===== src/rtl/trap_ctrl_unit_pkg.sv =====
// Shared definitions for the trap controller: CSR addresses, mstatus bit
// positions, privilege encodings and the flush FSM state type.
package trap_pkg;

    localparam logic [11:0] CSR_MSTATUS = 12'h300;
    localparam logic [11:0] CSR_MEDELEG = 12'h302;
    localparam logic [11:0] CSR_MIDELEG = 12'h303;
    localparam logic [11:0] CSR_MIE     = 12'h304;
    localparam logic [11:0] CSR_MTVEC   = 12'h305;
    localparam logic [11:0] CSR_MEPC    = 12'h341;
    localparam logic [11:0] CSR_MCAUSE  = 12'h342;
    localparam logic [11:0] CSR_MTVAL   = 12'h343;
    localparam logic [11:0] CSR_MIP     = 12'h344;
    localparam logic [11:0] CSR_SSTATUS = 12'h100;
    localparam logic [11:0] CSR_STVEC   = 12'h105;
    localparam logic [11:0] CSR_SEPC    = 12'h141;
    localparam logic [11:0] CSR_SCAUSE  = 12'h142;
    localparam logic [11:0] CSR_STVAL   = 12'h143;

    localparam int MS_SIE    = 1;
    localparam int MS_MIE    = 3;
    localparam int MS_SPIE   = 5;
    localparam int MS_MPIE   = 7;
    localparam int MS_SPP    = 8;
    localparam int MS_MPP_LO = 11;
    localparam int MS_MPP_HI = 12;

    localparam logic [1:0] PRIV_U = 2'd0;
    localparam logic [1:0] PRIV_S = 2'd1;
    localparam logic [1:0] PRIV_M = 2'd3;

    typedef enum logic {
        ST_RUN   = 1'b0,
        ST_FLUSH = 1'b1
    } fsm_state_e;

endpackage


===== src/rtl/trap_ctrl_unit_int_pend_arb.sv =====
// Interrupt pending array with per-source level/edge capture and a
// highest-index-wins arbiter over the enabled candidates.
module int_pend_arb
    import trap_pkg::*;
#(
    parameter int                 NUM_INT   = 16,
    parameter logic [NUM_INT-1:0] EDGE_MASK = '0,
    parameter int                 IDX_W     = (NUM_INT > 1) ? $clog2(NUM_INT) : 1
) (
    input  logic               clk,
    input  logic               rst,
    input  logic [NUM_INT-1:0] int_src,
    input  logic [NUM_INT-1:0] en_vec,
    input  logic [NUM_INT-1:0] clr_vec,
    output logic [NUM_INT-1:0] mip,
    output logic [IDX_W-1:0]   win_idx,
    output logic               win_vld
);

    logic [NUM_INT-1:0] src_q, src_d;
    logic [NUM_INT-1:0] mip_q, mip_d;
    logic [NUM_INT-1:0] edge_s;
    logic [NUM_INT-1:0] cand_s;

    // Next pending state: level sources mirror the line, edge sources latch a rising edge (set beats clear).
    always_comb begin
        src_d  = int_src;
        edge_s = int_src & ~src_q;
        mip_d  = (EDGE_MASK & ((mip_q & ~clr_vec) | edge_s)) | (~EDGE_MASK & int_src);
    end

    // Edge history and pending registers.
    always_ff @(posedge clk) begin
        if (!rst) begin
            src_q <= '0;
            mip_q <= '0;
        end else begin
            src_q <= src_d;
            mip_q <= mip_d;
        end
    end

    // Highest enabled pending index wins; later iterations overwrite lower hits.
    always_comb begin
        cand_s  = mip_q & en_vec;
        win_idx = '0;
        win_vld = 1'b0;
        for (int i = 0; i < NUM_INT; i++) begin
            win_idx = cand_s[i] ? IDX_W'(i) : win_idx;
            win_vld = cand_s[i] | win_vld;
        end
    end

    assign mip = mip_q;

endmodule


===== src/rtl/trap_ctrl_unit.sv =====
// Trap controller: M/S trap CSRs, privilege, interrupt selection and the
// registered flush/redirect handshake towards IF.
module trap_ctrl_unit
    import trap_pkg::*;
#(
    parameter int                 XLEN      = 64,
    parameter int                 NUM_INT   = 16,
    parameter logic [NUM_INT-1:0] EDGE_MASK = '0,
    parameter logic [XLEN-1:0]    RESET_VEC = '0,
    parameter bit                 VEC_EN    = 1'b1
) (
    input  logic               clk,
    input  logic               rst,
    input  logic [NUM_INT-1:0] int_src,
    input  logic               valid,
    input  logic [XLEN-1:0]    ins_pc,
    input  logic               exc_vld,
    input  logic [4:0]         exc_cause,
    input  logic [XLEN-1:0]    exc_tval,
    input  logic               int_acc,
    input  logic               pc_jmp,
    input  logic [XLEN-1:0]    new_pc,
    input  logic               m_ret,
    input  logic               s_ret,
    input  logic               csr_write,
    input  logic [11:0]        csr_index,
    input  logic [XLEN-1:0]    data_csr,
    input  logic [11:0]        id_csr_index,
    output logic [XLEN-1:0]    csr_data,
    output logic               int_req,
    output logic               pip_flush,
    output logic [XLEN-1:0]    flush_pc,
    input  logic               if_ack,
    output logic [1:0]         priv,
    output logic               busy
);

    localparam int IDX_W = (NUM_INT > 1) ? $clog2(NUM_INT) : 1;

    fsm_state_e         state_q, state_d;
    logic [1:0]         priv_q, priv_d, st_mpp_q, st_mpp_d;
    logic               st_mie_q, st_mie_d, st_sie_q, st_sie_d, st_mpie_q, st_mpie_d;
    logic               st_spie_q, st_spie_d, st_spp_q, st_spp_d;
    logic               pip_flush_q, pip_flush_d, busy_q, busy_d;
    logic [XLEN-1:0]    medeleg_q, medeleg_d, mtvec_q, mtvec_d, stvec_q, stvec_d;
    logic [XLEN-1:0]    mepc_q, mepc_d, sepc_q, sepc_d, mcause_q, mcause_d, scause_q, scause_d;
    logic [XLEN-1:0]    mtval_q, mtval_d, stval_q, stval_d, flush_pc_q, flush_pc_d;
    logic [NUM_INT-1:0] mideleg_q, mideleg_d, csr_mie_q, csr_mie_d;

    logic [NUM_INT-1:0] mip_s, clr_vec_s, deleg_s, en_vec_s;
    logic [IDX_W-1:0]   win_idx_s;
    logic               win_vld_s, priv_lt_m_s, m_en_s, s_en_s, to_s_s, flush_s;
    logic [XLEN-1:0]    trap_code_s, trap_cause_s, trap_epc_s, trap_tval_s;
    logic [XLEN-1:0]    tvec_sel_s, vec_base_s, trap_pc_s, mstatus_s, sstatus_s;
    logic [XLEN-1:0]    mie_ext_s, mip_ext_s, mideleg_ext_s;

    int_pend_arb #(
        .NUM_INT   (NUM_INT),
        .EDGE_MASK (EDGE_MASK),
        .IDX_W     (IDX_W)
    ) u_int_pend_arb (
        .clk     (clk),
        .rst     (rst),
        .int_src (int_src),
        .en_vec  (en_vec_s),
        .clr_vec (clr_vec_s),
        .mip     (mip_s),
        .win_idx (win_idx_s),
        .win_vld (win_vld_s)
    );

    // Per-source interrupt enable: delegated sources obey S rules, the rest M rules.
    always_comb begin
        priv_lt_m_s = (priv_q != PRIV_M);
        m_en_s      = priv_lt_m_s | st_mie_q;
        s_en_s      = (priv_q == PRIV_U) | ((priv_q == PRIV_S) & st_sie_q);
        deleg_s     = mideleg_q & {NUM_INT{priv_lt_m_s}};
        en_vec_s    = csr_mie_q & ((deleg_s & {NUM_INT{s_en_s}}) | (~deleg_s & {NUM_INT{m_en_s}}));
        int_req     = win_vld_s & (state_q == ST_RUN);
    end

    // Trap target, cause, epc and vector for whichever trap the current commit would take.
    always_comb begin
        to_s_s       = exc_vld ? (medeleg_q[exc_cause] & priv_lt_m_s)
                               : (mideleg_q[win_idx_s] & priv_lt_m_s);
        trap_code_s  = exc_vld ? XLEN'(exc_cause) : XLEN'(win_idx_s);
        trap_cause_s = exc_vld ? trap_code_s : (trap_code_s | (XLEN'(1) << (XLEN - 1)));
        trap_epc_s   = exc_vld ? ins_pc : (pc_jmp ? new_pc : ins_pc + XLEN'(4));
        trap_tval_s  = exc_vld ? exc_tval : '0;
        tvec_sel_s   = to_s_s ? stvec_q : mtvec_q;
        vec_base_s   = {tvec_sel_s[XLEN-1:2], 2'b00};
        trap_pc_s    = (VEC_EN && (tvec_sel_s[1:0] == 2'b01) && !exc_vld)
                       ? vec_base_s + (trap_code_s << 2) : vec_base_s;
    end

    // Combinational CSR read port for ID; unmapped addresses read zero.
    always_comb begin
        mstatus_s                       = '0;
        mstatus_s[MS_SIE]               = st_sie_q;
        mstatus_s[MS_MIE]               = st_mie_q;
        mstatus_s[MS_SPIE]              = st_spie_q;
        mstatus_s[MS_MPIE]              = st_mpie_q;
        mstatus_s[MS_SPP]               = st_spp_q;
        mstatus_s[MS_MPP_HI:MS_MPP_LO]  = st_mpp_q;
        sstatus_s                       = '0;
        sstatus_s[MS_SIE]               = st_sie_q;
        sstatus_s[MS_SPIE]              = st_spie_q;
        sstatus_s[MS_SPP]               = st_spp_q;
        mie_ext_s                       = '0;
        mie_ext_s[NUM_INT-1:0]          = csr_mie_q;
        mip_ext_s                       = '0;
        mip_ext_s[NUM_INT-1:0]          = mip_s;
        mideleg_ext_s                   = '0;
        mideleg_ext_s[NUM_INT-1:0]      = mideleg_q;
        case (id_csr_index)
            CSR_MSTATUS: csr_data = mstatus_s;
            CSR_MEDELEG: csr_data = medeleg_q;
            CSR_MIDELEG: csr_data = mideleg_ext_s;
            CSR_MIE:     csr_data = mie_ext_s;
            CSR_MTVEC:   csr_data = mtvec_q;
            CSR_MEPC:    csr_data = mepc_q;
            CSR_MCAUSE:  csr_data = mcause_q;
            CSR_MTVAL:   csr_data = mtval_q;
            CSR_MIP:     csr_data = mip_ext_s;
            CSR_SSTATUS: csr_data = sstatus_s;
            CSR_STVEC:   csr_data = stvec_q;
            CSR_SEPC:    csr_data = sepc_q;
            CSR_SCAUSE:  csr_data = scause_q;
            CSR_STVAL:   csr_data = stval_q;
            default:     csr_data = '0;
        endcase
    end

    // Commit action selection, CSR updates and flush FSM next state.
    always_comb begin
        state_d = state_q;       priv_d = priv_q;         st_mpp_d = st_mpp_q;
        st_mie_d = st_mie_q;     st_sie_d = st_sie_q;     st_mpie_d = st_mpie_q;
        st_spie_d = st_spie_q;   st_spp_d = st_spp_q;     pip_flush_d = pip_flush_q;
        busy_d = busy_q;         medeleg_d = medeleg_q;   mideleg_d = mideleg_q;
        csr_mie_d = csr_mie_q;   mtvec_d = mtvec_q;       stvec_d = stvec_q;
        mepc_d = mepc_q;         sepc_d = sepc_q;         mcause_d = mcause_q;
        scause_d = scause_q;     mtval_d = mtval_q;       stval_d = stval_q;
        flush_pc_d = flush_pc_q; clr_vec_s = '0;          flush_s = 1'b0;
        case (state_q)
            ST_RUN: begin
                if (valid && (exc_vld || (int_req && int_acc))) begin
                    flush_s    = 1'b1;
                    flush_pc_d = trap_pc_s;
                    clr_vec_s  = exc_vld ? '0 : (NUM_INT'(1) << win_idx_s);
                    if (to_s_s) begin
                        sepc_d = trap_epc_s; scause_d = trap_cause_s; stval_d = trap_tval_s;
                        st_spie_d = st_sie_q; st_sie_d = 1'b0; st_spp_d = priv_q[0]; priv_d = PRIV_S;
                    end else begin
                        mepc_d = trap_epc_s; mcause_d = trap_cause_s; mtval_d = trap_tval_s;
                        st_mpie_d = st_mie_q; st_mie_d = 1'b0; st_mpp_d = priv_q; priv_d = PRIV_M;
                    end
                end else if (valid && m_ret) begin
                    flush_s = 1'b1; flush_pc_d = mepc_q;
                    priv_d = st_mpp_q; st_mie_d = st_mpie_q; st_mpie_d = 1'b1; st_mpp_d = PRIV_U;
                end else if (valid && s_ret) begin
                    flush_s = 1'b1; flush_pc_d = sepc_q;
                    priv_d = {1'b0, st_spp_q}; st_sie_d = st_spie_q; st_spie_d = 1'b1; st_spp_d = 1'b0;
                end else if (valid && pc_jmp) begin
                    flush_s = 1'b1; flush_pc_d = new_pc;
                end else if (valid && csr_write) begin
                    case (csr_index)
                        CSR_MSTATUS: begin
                            st_sie_d  = data_csr[MS_SIE];  st_mie_d  = data_csr[MS_MIE];
                            st_spie_d = data_csr[MS_SPIE]; st_mpie_d = data_csr[MS_MPIE];
                            st_spp_d  = data_csr[MS_SPP];  st_mpp_d  = data_csr[MS_MPP_HI:MS_MPP_LO];
                        end
                        CSR_SSTATUS: begin
                            st_sie_d  = data_csr[MS_SIE];  st_spie_d = data_csr[MS_SPIE];
                            st_spp_d  = data_csr[MS_SPP];
                        end
                        CSR_MEDELEG: medeleg_d = data_csr;
                        CSR_MIDELEG: mideleg_d = data_csr[NUM_INT-1:0];
                        CSR_MIE:     csr_mie_d = data_csr[NUM_INT-1:0];
                        CSR_MTVEC:   mtvec_d   = data_csr;
                        CSR_MEPC:    mepc_d    = {data_csr[XLEN-1:2], 2'b00};
                        CSR_MCAUSE:  mcause_d  = data_csr;
                        CSR_MTVAL:   mtval_d   = data_csr;
                        CSR_MIP:     clr_vec_s = ~data_csr[NUM_INT-1:0];
                        CSR_STVEC:   stvec_d   = data_csr;
                        CSR_SEPC:    sepc_d    = {data_csr[XLEN-1:2], 2'b00};
                        CSR_SCAUSE:  scause_d  = data_csr;
                        CSR_STVAL:   stval_d   = data_csr;
                        default:     clr_vec_s = '0;
                    endcase
                end else begin
                    flush_s = 1'b0;
                end
            end
            ST_FLUSH: begin
                if (if_ack) begin
                    state_d = ST_RUN; pip_flush_d = 1'b0; busy_d = 1'b0;
                end else begin
                    state_d = ST_FLUSH;
                end
            end
            default: begin
                state_d = ST_RUN; pip_flush_d = 1'b0; busy_d = 1'b0;
            end
        endcase
        state_d     = flush_s ? ST_FLUSH : state_d;
        pip_flush_d = flush_s | pip_flush_d;
        busy_d      = flush_s | busy_d;
    end

    // State registers with synchronous active-low reset.
    always_ff @(posedge clk) begin
        if (!rst) begin
            state_q <= ST_RUN;     priv_q <= PRIV_M;      st_mpp_q <= PRIV_U;
            st_mie_q <= 1'b0;      st_sie_q <= 1'b0;      st_mpie_q <= 1'b0;
            st_spie_q <= 1'b0;     st_spp_q <= 1'b0;      pip_flush_q <= 1'b0;
            busy_q <= 1'b0;        medeleg_q <= '0;       mideleg_q <= '0;
            csr_mie_q <= '0;       mtvec_q <= RESET_VEC;  stvec_q <= '0;
            mepc_q <= '0;          sepc_q <= '0;          mcause_q <= '0;
            scause_q <= '0;        mtval_q <= '0;         stval_q <= '0;
            flush_pc_q <= '0;
        end else begin
            state_q <= state_d;       priv_q <= priv_d;         st_mpp_q <= st_mpp_d;
            st_mie_q <= st_mie_d;     st_sie_q <= st_sie_d;     st_mpie_q <= st_mpie_d;
            st_spie_q <= st_spie_d;   st_spp_q <= st_spp_d;     pip_flush_q <= pip_flush_d;
            busy_q <= busy_d;         medeleg_q <= medeleg_d;   mideleg_q <= mideleg_d;
            csr_mie_q <= csr_mie_d;   mtvec_q <= mtvec_d;       stvec_q <= stvec_d;
            mepc_q <= mepc_d;         sepc_q <= sepc_d;         mcause_q <= mcause_d;
            scause_q <= scause_d;     mtval_q <= mtval_d;       stval_q <= stval_d;
            flush_pc_q <= flush_pc_d;
        end
    end

    assign pip_flush = pip_flush_q;
    assign flush_pc  = flush_pc_q;
    assign priv      = priv_q;
    assign busy      = busy_q;

endmodule

===== config.mk =====
export PLATFORM = sky130hd
export DESIGN_NAME = trap_ctrl_unit
export DESIGN_NICKNAME = d
export VERILOG_FILES = /design/src/rtl/trap_ctrl_unit_pkg.sv /design/src/rtl/trap_ctrl_unit_int_pend_arb.sv /design/src/rtl/trap_ctrl_unit.sv
export SDC_FILE = /design/constraint.sdc
export NUM_CORES = 2
export LEC_CHECK = 0
export ABC_AREA = 1
export BUFFER_PORTS_ARGS = -buffer_cell sky130_fd_sc_hd__buf_4
export CELL_PAD_IN_SITES_DETAIL_PLACEMENT = 1
export CELL_PAD_IN_SITES_GLOBAL_PLACEMENT = 2
export CORE_ASPECT_RATIO = 0.6
export CORE_UTILIZATION = 29
export DETAILED_ROUTE_END_ITERATION = 10
export GPL_TIMING_DRIVEN = 1
export PLACE_DENSITY = 0.87
export SETUP_SLACK_MARGIN = 0.2
export SLEW_MARGIN = 20
export SYNTH_ARGS = -nofsm -noshare
export SYNTH_HDL_FRONTEND = slang
export SYNTH_SLANG_ARGS = --single-unit
export TNS_END_PERCENT = 100

===== constraint.sdc =====
create_clock -name clk -period 5 [get_ports clk]
set_input_delay 1 -clock clk [delete_from_list [all_inputs] [get_ports clk]]
set_output_delay 1 -clock clk [all_outputs]
set_load 0.02 [all_outputs]

# Yosys cells after proc, flatten, opt, wreduce, memory -nomap -nowiden
# Cells that the tools add are included.
# Widths: inputs -> output; s select.
[op_classes]
multipliers = 0
addsub = 2
bitwise_logic = 35
eq_ne = 38
reduce_logical = 39
magnitude_cmp = 2
shift = 0
n_mux = 132
div = 0
[op_table]
columns = ["op", "count"]
rows = [
  ["$mux 64", 52],
  ["$pmux 64 s14", 1],
  ["$eq 12x10->1 const B", 17],
  ["$eq 12x9->1 const B", 10],
  ["$and 16x16->16", 5],
  ["$reduce_and 7->1", 11],
  ["$add 64x3->64 const B", 1],
  ["$add 64x7->64", 1],
  ["$mux 4", 14],
  ["$mux 1", 51],
  ["$mux 2", 11],
  ["$or 1x1->1", 19],
  ["$not 16->16", 1],
  ["$or 16x16->16", 1],
  ["$reduce_bool 3->1", 5],
  ["$reduce_bool 2->1", 7],
  ["$ne 2x2->1 const B", 6],
  ["$reduce_and 6->1", 2],
  ["$ne 3x3->1 const B", 3],
  ["$logic_and 1x1->1", 7],
  ["$lt 5x7->1 const B", 1],
  ["$bmux 1 s5", 1],
  ["$lt 4x5->1 const B", 1],
  ["$mux 5", 1],
  ["10 further kinds", 19],
]
[totals]
romBits = 0
reg_bits = 700
latchBits = 0
ram_bits = 0
output_inout_bits = 133
memories = 0

# Longest topological paths before layout
[logic_depth]
depth_word = 31
ltp_mapped = 46

# Modules after synthesis
# Synthesis repeated with hierarchy kept, for this count alone.
[unflattened]
cells_unflattened = 5664
area_unflattened_um2 = 37790.0
[by_module_without_submodules]
columns = ["module", "area_each_um2", "n_inst", "cells_each", "seq_area_each_um2"]
rows = [
  ["trap_ctrl_unit", 37138.1, 1, 5564, 13693.1],
  ["int_pend_arb", 651.9, 1, 100, 320.3],
]

# Worst setup path after synthesis
# Ideal clock, no wire load.
[synth_timing]
path_type = "input to register"
start = "input port exc_cause[0]"
end = "register flush_pc_q[63] (netlist: flush_pc[63])"
setup_time_ns = 0.070
path_stages = 28
required_time_ns = 4.930
arrival_time_ns = 4.896
slack_ns = 0.034
path_cell_list = "buf_2 -> clkbuf_1 -> a21oi_1 -> o311ai_0 -> a21oi_1 -> a211oi_2 -> nand3_4 -> buf_6 -> buf_6 -> buf_6 -> clkbuf_1 -> nand2_1 -> o21ai_0 -> ha_1 -> nand2_1 -> o21ai_0 -> nor2_1 -> inv_1 -> nand3_1 -> nor2_1 -> nand2_1 -> nor2_1 -> nand3_1 -> nor2_1 -> nand2_1 -> nand2_1 -> nand3_1 -> a21oi_1"
[synth_via]
elab_chain_cells = 9
word_cells_on_any_way = 11
classes_between = "add/sub (1); eq/ne (1); mux (7); bitwise (1); reduce/logical (1)"
[synth_lines]
columns = ["item", "line_no", "rtl"]
rows = [
  ["start: declaration", "trap_ctrl_unit.sv:18", "input logic [4:0] exc_cause,"],
  ["parallel branches: the longest is 7 deep, another holds $add 64x7->64", "--", ""],
  ["$mux 64 (*)", "trap_ctrl_unit.sv:93", "? vec_base_s + (trap_code_s << 2) : vec_base_s;"],
  ["$mux 64 (*)", "trap_ctrl_unit.sv:146", "if (valid && (exc_vld || (int_req && int_acc))) begin"],
  ["end signal: assignment", "trap_ctrl_unit.sv:229", "flush_pc_q <= flush_pc_d;"],
  ["end: declaration", "trap_ctrl_unit.sv:47", "logic [XLEN-1:0] mtval_q, mtval_d, stval_q, stval_d, flush_pc_q, flush_pc_d;"],
]
# Mark *: on every way between the ends. The select of a mux whose other input is x is not followed.
# A chain may end at the register's enable or synchronous reset.

# Final worst setup path
[layout_timing]
start = "register priv_q[0] (netlist: priv[0])"
end = "register scause_q[37]"
[layout_via]
elab_chain_cells = 28
word_cells_on_any_way = 60
classes_between = "eq/ne (6); mux (19); bitwise (28); reduce/logical (7)"
[layout_lines]
columns = ["item", "line_no", "rtl"]
rows = [
  ["start: declaration", "trap_ctrl_unit.sv:41", "logic [1:0] priv_q, priv_d, st_mpp_q, st_mpp_d;"],
  ["start signal: assignment", "trap_ctrl_unit.sv:222", "state_q <= state_d; priv_q <= priv_d; st_mpp_q <= st_mpp_d;"],
  ["$eq 2x1->1 / $ne 2x2->1 (equally long branches)", "trap_ctrl_unit.sv:76, trap_ctrl_unit.sv:74", ""],
  ["$and 1x1->1 / $and 16x16->16 (equally long branches)", "trap_ctrl_unit.sv:76, trap_ctrl_unit.sv:77", ""],
  ["$or 1x1->1 / $not 16->16 (equally long branches)", "trap_ctrl_unit.sv:76, trap_ctrl_unit.sv:78", ""],
  ["$and 16x16->16", "trap_ctrl_unit.sv:78", "en_vec_s = csr_mie_q & ((deleg_s & {NUM_INT{s_en_s}}) | (~deleg_s & {NUM_INT{m_en_s}}));"],
  ["$or 16x16->16", "trap_ctrl_unit.sv:78", ""],
  ["$and 16x16->16", "trap_ctrl_unit.sv:78", ""],
  ["$and 16x16->16", "trap_ctrl_unit_int_pend_arb.sv:45", "cand_s = mip_q & en_vec;"],
  ["$mux 1 / $or 1x1->1 (equally long branches)", "trap_ctrl_unit_int_pend_arb.sv:49, trap_ctrl_unit_int_pend_arb.sv:50", ""],
  ["$mux 4 / $or 1x1->1 (equally long branches) (14 in series)", "trap_ctrl_unit_int_pend_arb.sv:49, trap_ctrl_unit_int_pend_arb.sv:50", ""],
  ["$bmux 1 s4 / $and 1x1->1 (equally long branches)", "trap_ctrl_unit.sv:85, trap_ctrl_unit.sv:79", ""],
  ["$mux 1 (implied by the code) / $logic_and 1x1->1 (equally long branches)", "trap_ctrl_unit.sv:85, trap_ctrl_unit.sv:146", ""],
  ["$and 1x1->1 / $logic_or 1x1->1 (equally long branches)", "trap_ctrl_unit.sv:85, trap_ctrl_unit.sv:146", ""],
  ["$mux 1 / $logic_and 1x1->1 (equally long branches)", "trap_ctrl_unit.sv:84, trap_ctrl_unit.sv:146", ""],
  ["$ne 2x2->1 (no source line) / $reduce_bool 2->1 (equally long branches)", "--", ""],
  ["$reduce_and 7->1 (no source line)", "--", ""],
  ["end signal: assignment", "trap_ctrl_unit.sv:228", "scause_q <= scause_d; mtval_q <= mtval_d; stval_q <= stval_d;"],
  ["end: declaration", "trap_ctrl_unit.sv:46", "logic [XLEN-1:0] mepc_q, mepc_d, sepc_q, sepc_d, mcause_q, mcause_d, scause_q, scause_d;"],
]
# Parallel ways exist; a longest one is shown, timed or not. The select of a mux whose other input is x is not followed.

==> results.json <==
{
  "fin_crit_ps": 4810,
  "cp_common_cell": "nand2_1",
  "cts_sinks": 700,
  "syn_area_um2": 37400,
  "critPathBufInv": 6,
  "drive_above_1_share_pct": 18.0,
  "relSlewSlack_pct": 14.2,
  "setup_viol": 0,
  "slew_violations": 0,
  "synth_seq_area_share_pct": 37.5,
  "async_reset_ff_share_pct": 0,
  "critical_path.top_delay_family": "simple AND/OR/NAND/NOR gates",
  "swShare_pct": 31.8,
  "grt_pass1_vias": 43200,
  "path_max_fanout": 76,
  "vias": 46500,
  "post-route-period-util_pct": 96.3,
  "port_buffers": 443,
  "worst_ep_arrival_time_ps": 5390,
  "core-area_um2": 127000,
  "post_synth_inst_count": 5592,
  "h-tree-depth": 3,
  "syn2layout_area_growth_pct": 28.3,
  "holdBufCountCts": 0,
  "nets": 6446,
  "fmax_mhz": 208,
  "sequentialPowerShare_pct": 41.2,
  "clk_latency_ps": 680,
  "grt_overflow_total": 0,
  "finalClockSkew_ps": 36.6,
  "ys_ff_latch": 700,
  "clockPowerShare_pct": 41.2,
  "ir_drop_mv": 0.214,
  "ant_nets": 0,
  "fin_area_um2": 48000,
  "pwr_density_cell_nw_per_um2": 306,
  "ios": 444,
  "power.total_mw": 14.7,
  "start_util_pct": 29.4,
  "grt_pass1_wl_um": 330000,
  "place.gp.congestion": 0.988,
  "mostFrequentLayoutCells": "nand2_1 (816), buf_4 (786), o21ai_0 (783)",
  "cts_tree": "built",
  "synth.avg_cell_area_um2": 6.68,
  "rsz0062_at_grt": "no",
  "numCtsBuffers": 78,
  "drc": 0,
  "yosysWarnings": 0,
  "row_count": 101,
  "drt_iter0_drc": 7420,
  "power_leakage_nw": 19.2,
  "die-area_um2": 130000,
  "hp-class": "register to register",
  "cpPeakStageDelay_ps": 460,
  "routed_wl_um": 240000,
  "fill_cells": 16100,
  "root_buffer": "clkbuf_16",
  "synth_ff_type": "dfxtp_1",
  "dp_hpwl_um": 180000,
  "cp-end-kind": "register",
  "power_frac_comb_pct": 17.6,
  "chipWidth_um": 465,
  "worstSetupPathType": "register to register",
  "fp.dieH_um": 280,
  "ys_types": 58,
  "synth_nets": 5910,
  "antenna_found_initial": 24,
  "slowest_stage": "nor3_1",
  "intPower_mw": 10.0,
  "tightest_slew_ps": 1290,
  "startpoint_type": "register",
  "placed_cell_area_um2": 44700,
  "maxCapViolations": 0,
  "final_common_cell": "nand2_1",
  "clk_pin_slew_ps": 70,
  "power.switching_mw": 4.67,
  "finalHoldViolations": 0,
  "wire_per_inst_um": 30.5,
  "grt_max_degree": 220,
  "clockBufferDepth": 3,
  "crit_chain": "nand2_1 > nand2_2 > buf_6 > buf_12 > nand3_1 > nand4_1 > nand2_1 > nor3_1 > a31oi_1 > nand2_1 > nand2_1 > nand2_2 > buf_4 > inv_4 > a21oi_2 > nand2_2 > inv_2 > buf_12 > o21ai_0 > a21oi_1",
  "status": "complete, no violations",
  "synth_edf_count": 0,
  "cp.required_ps": 5580,
  "dr.pass1.iters": 6,
  "grt_usage_pct": 35.2,
  "vias_per_cell": 5.89
}
==> Yosys cell counts (all sizes together) (2+ instances only) <==
cell	instances	area share [%]
or2	5	0.084
o311ai	3	0.070
o21ai	823	11
o21bai	3	0.060
nand3b	3	0.060
inv	770	7.7
xor2	29	0.68
a21oi	697	9.4
a221oi	72	1.7
ha	6	0.20
and3	3	0.050
o21a	4	0.080
dfxtp	700	37
nor2	380	4.0
a211oi	111	2.2
o22ai	173	2.9
nand2	850	8.6
clkbuf	331	3.3
nor3	77	1.0
nand4	86	1.5
clkinv	14	0.14
buf	56	0.78
nand3	194	2.7
o2111ai	16	0.37
a31oi	33	0.55
o211ai	17	0.34
a32o	19	0.51
mux2i	2	0.054
o31ai	5	0.10
a22oi	23	0.46
xnor2	6	0.14
o221ai	20	0.47
a2111oi	24	0.56
nor4	30	0.50
==> routing by layer <==
metal | up-vias | GRT usage, % | share of wire [%]
met1 | 22900 | 52.3 | 45
met4 | 18 | 9.70 | 3.0
met5 | - | 0 | 0.050
met3 | 377 | 15.4 | 16
met2 | 3060 | 44.3 | 36
li1 | 20100 | - | -
==> cell families after synthesis <==
kind of cell | share of synthesized area [%]
AO/OA/AOI/OAI | 30.9
AND/OR/NAND/NOR | 18.5
buffers and inverters | 12.0
flip-flops | 37.5
XOR/XNOR | 0.820
adder cells (fa/ha/maj) | 0.254
multiplexers | 0.0536
==> final timing paths <==
check	startpoint	end	slack (ps)	cells after the start
worst min-delay path	stval_q[55]$_SDFFE_PN0P_	stval_q[55]$_SDFFE_PN0P_	460	2
worst max-delay path	priv[0]$_SDFFE_PN1P_	scause_q[37]$_SDFFE_PN0P_	190	20
worst min register to register	stval_q[55]$_SDFFE_PN0P_	stval_q[55]$_SDFFE_PN0P_	460	2
worst max register to register	priv[0]$_SDFFE_PN1P_	scause_q[37]$_SDFFE_PN0P_	190	20
==> power by group through the flow <==
stage	Sequential, mW	Combinational [mW]	Clock [mW]
2_1_floorplan	6.16	1.04	0
3_3_place_gp	6.15	2.36	0
3_5_place_dp	6.16	2.40	0
4_1_cts	6.04	2.41	6.02
5_1_grt	6.07	2.68	6.24
6_report	6.05	2.58	6.06
==> per-stage QoR <==
stage / setup WS, ps / hold slack [ps] / util, % / cells / setup TNS (ps)
floorplan: 217 / 425 / - / 5592 / 0
global placement: -114 / 437 / 35.2 / 7722 / -577
detailed placement: -111 / 447 / 35.2 / 7722 / -573
CTS: 259 / 456 / 37.2 / 7854 / 0
global route: 122 / 474 / 37.7 / 7882 / 0
finish: 186 / 456 / 37.7 / 7890 / 0
==> what timing repair did <==
item                       in CTS  in global routing
pin swaps                       0                 37
setup endpoints to repair       2                 77
resized for setup               2                114
setup buffers                   0                 19
gates cloned                    0                  4
==> worst min-delay path, cell delays in order, from the launching register on <==
cell and delay [ps]:
dfxtp_1 290, inv_1 60, a21oi_1 50
==> area by class of cell <==
cell class | instances | area (um2) | share of cell area (%)
flip-flops and latches | 700 | 14000 | 29.2
clock buffers | 113 | 2260 | 4.72
well taps | 1699 | 2130 | 4.43
diodes | 11 | 27.5 | 0.0574
multi-input cells | 3724 | 19400 | 40.5
repair buffers | 840 | 6920 | 14.4
clock inverters | 19 | 245 | 0.511
inverters | 784 | 2950 | 6.15
(Power assumes the default switching activity.)
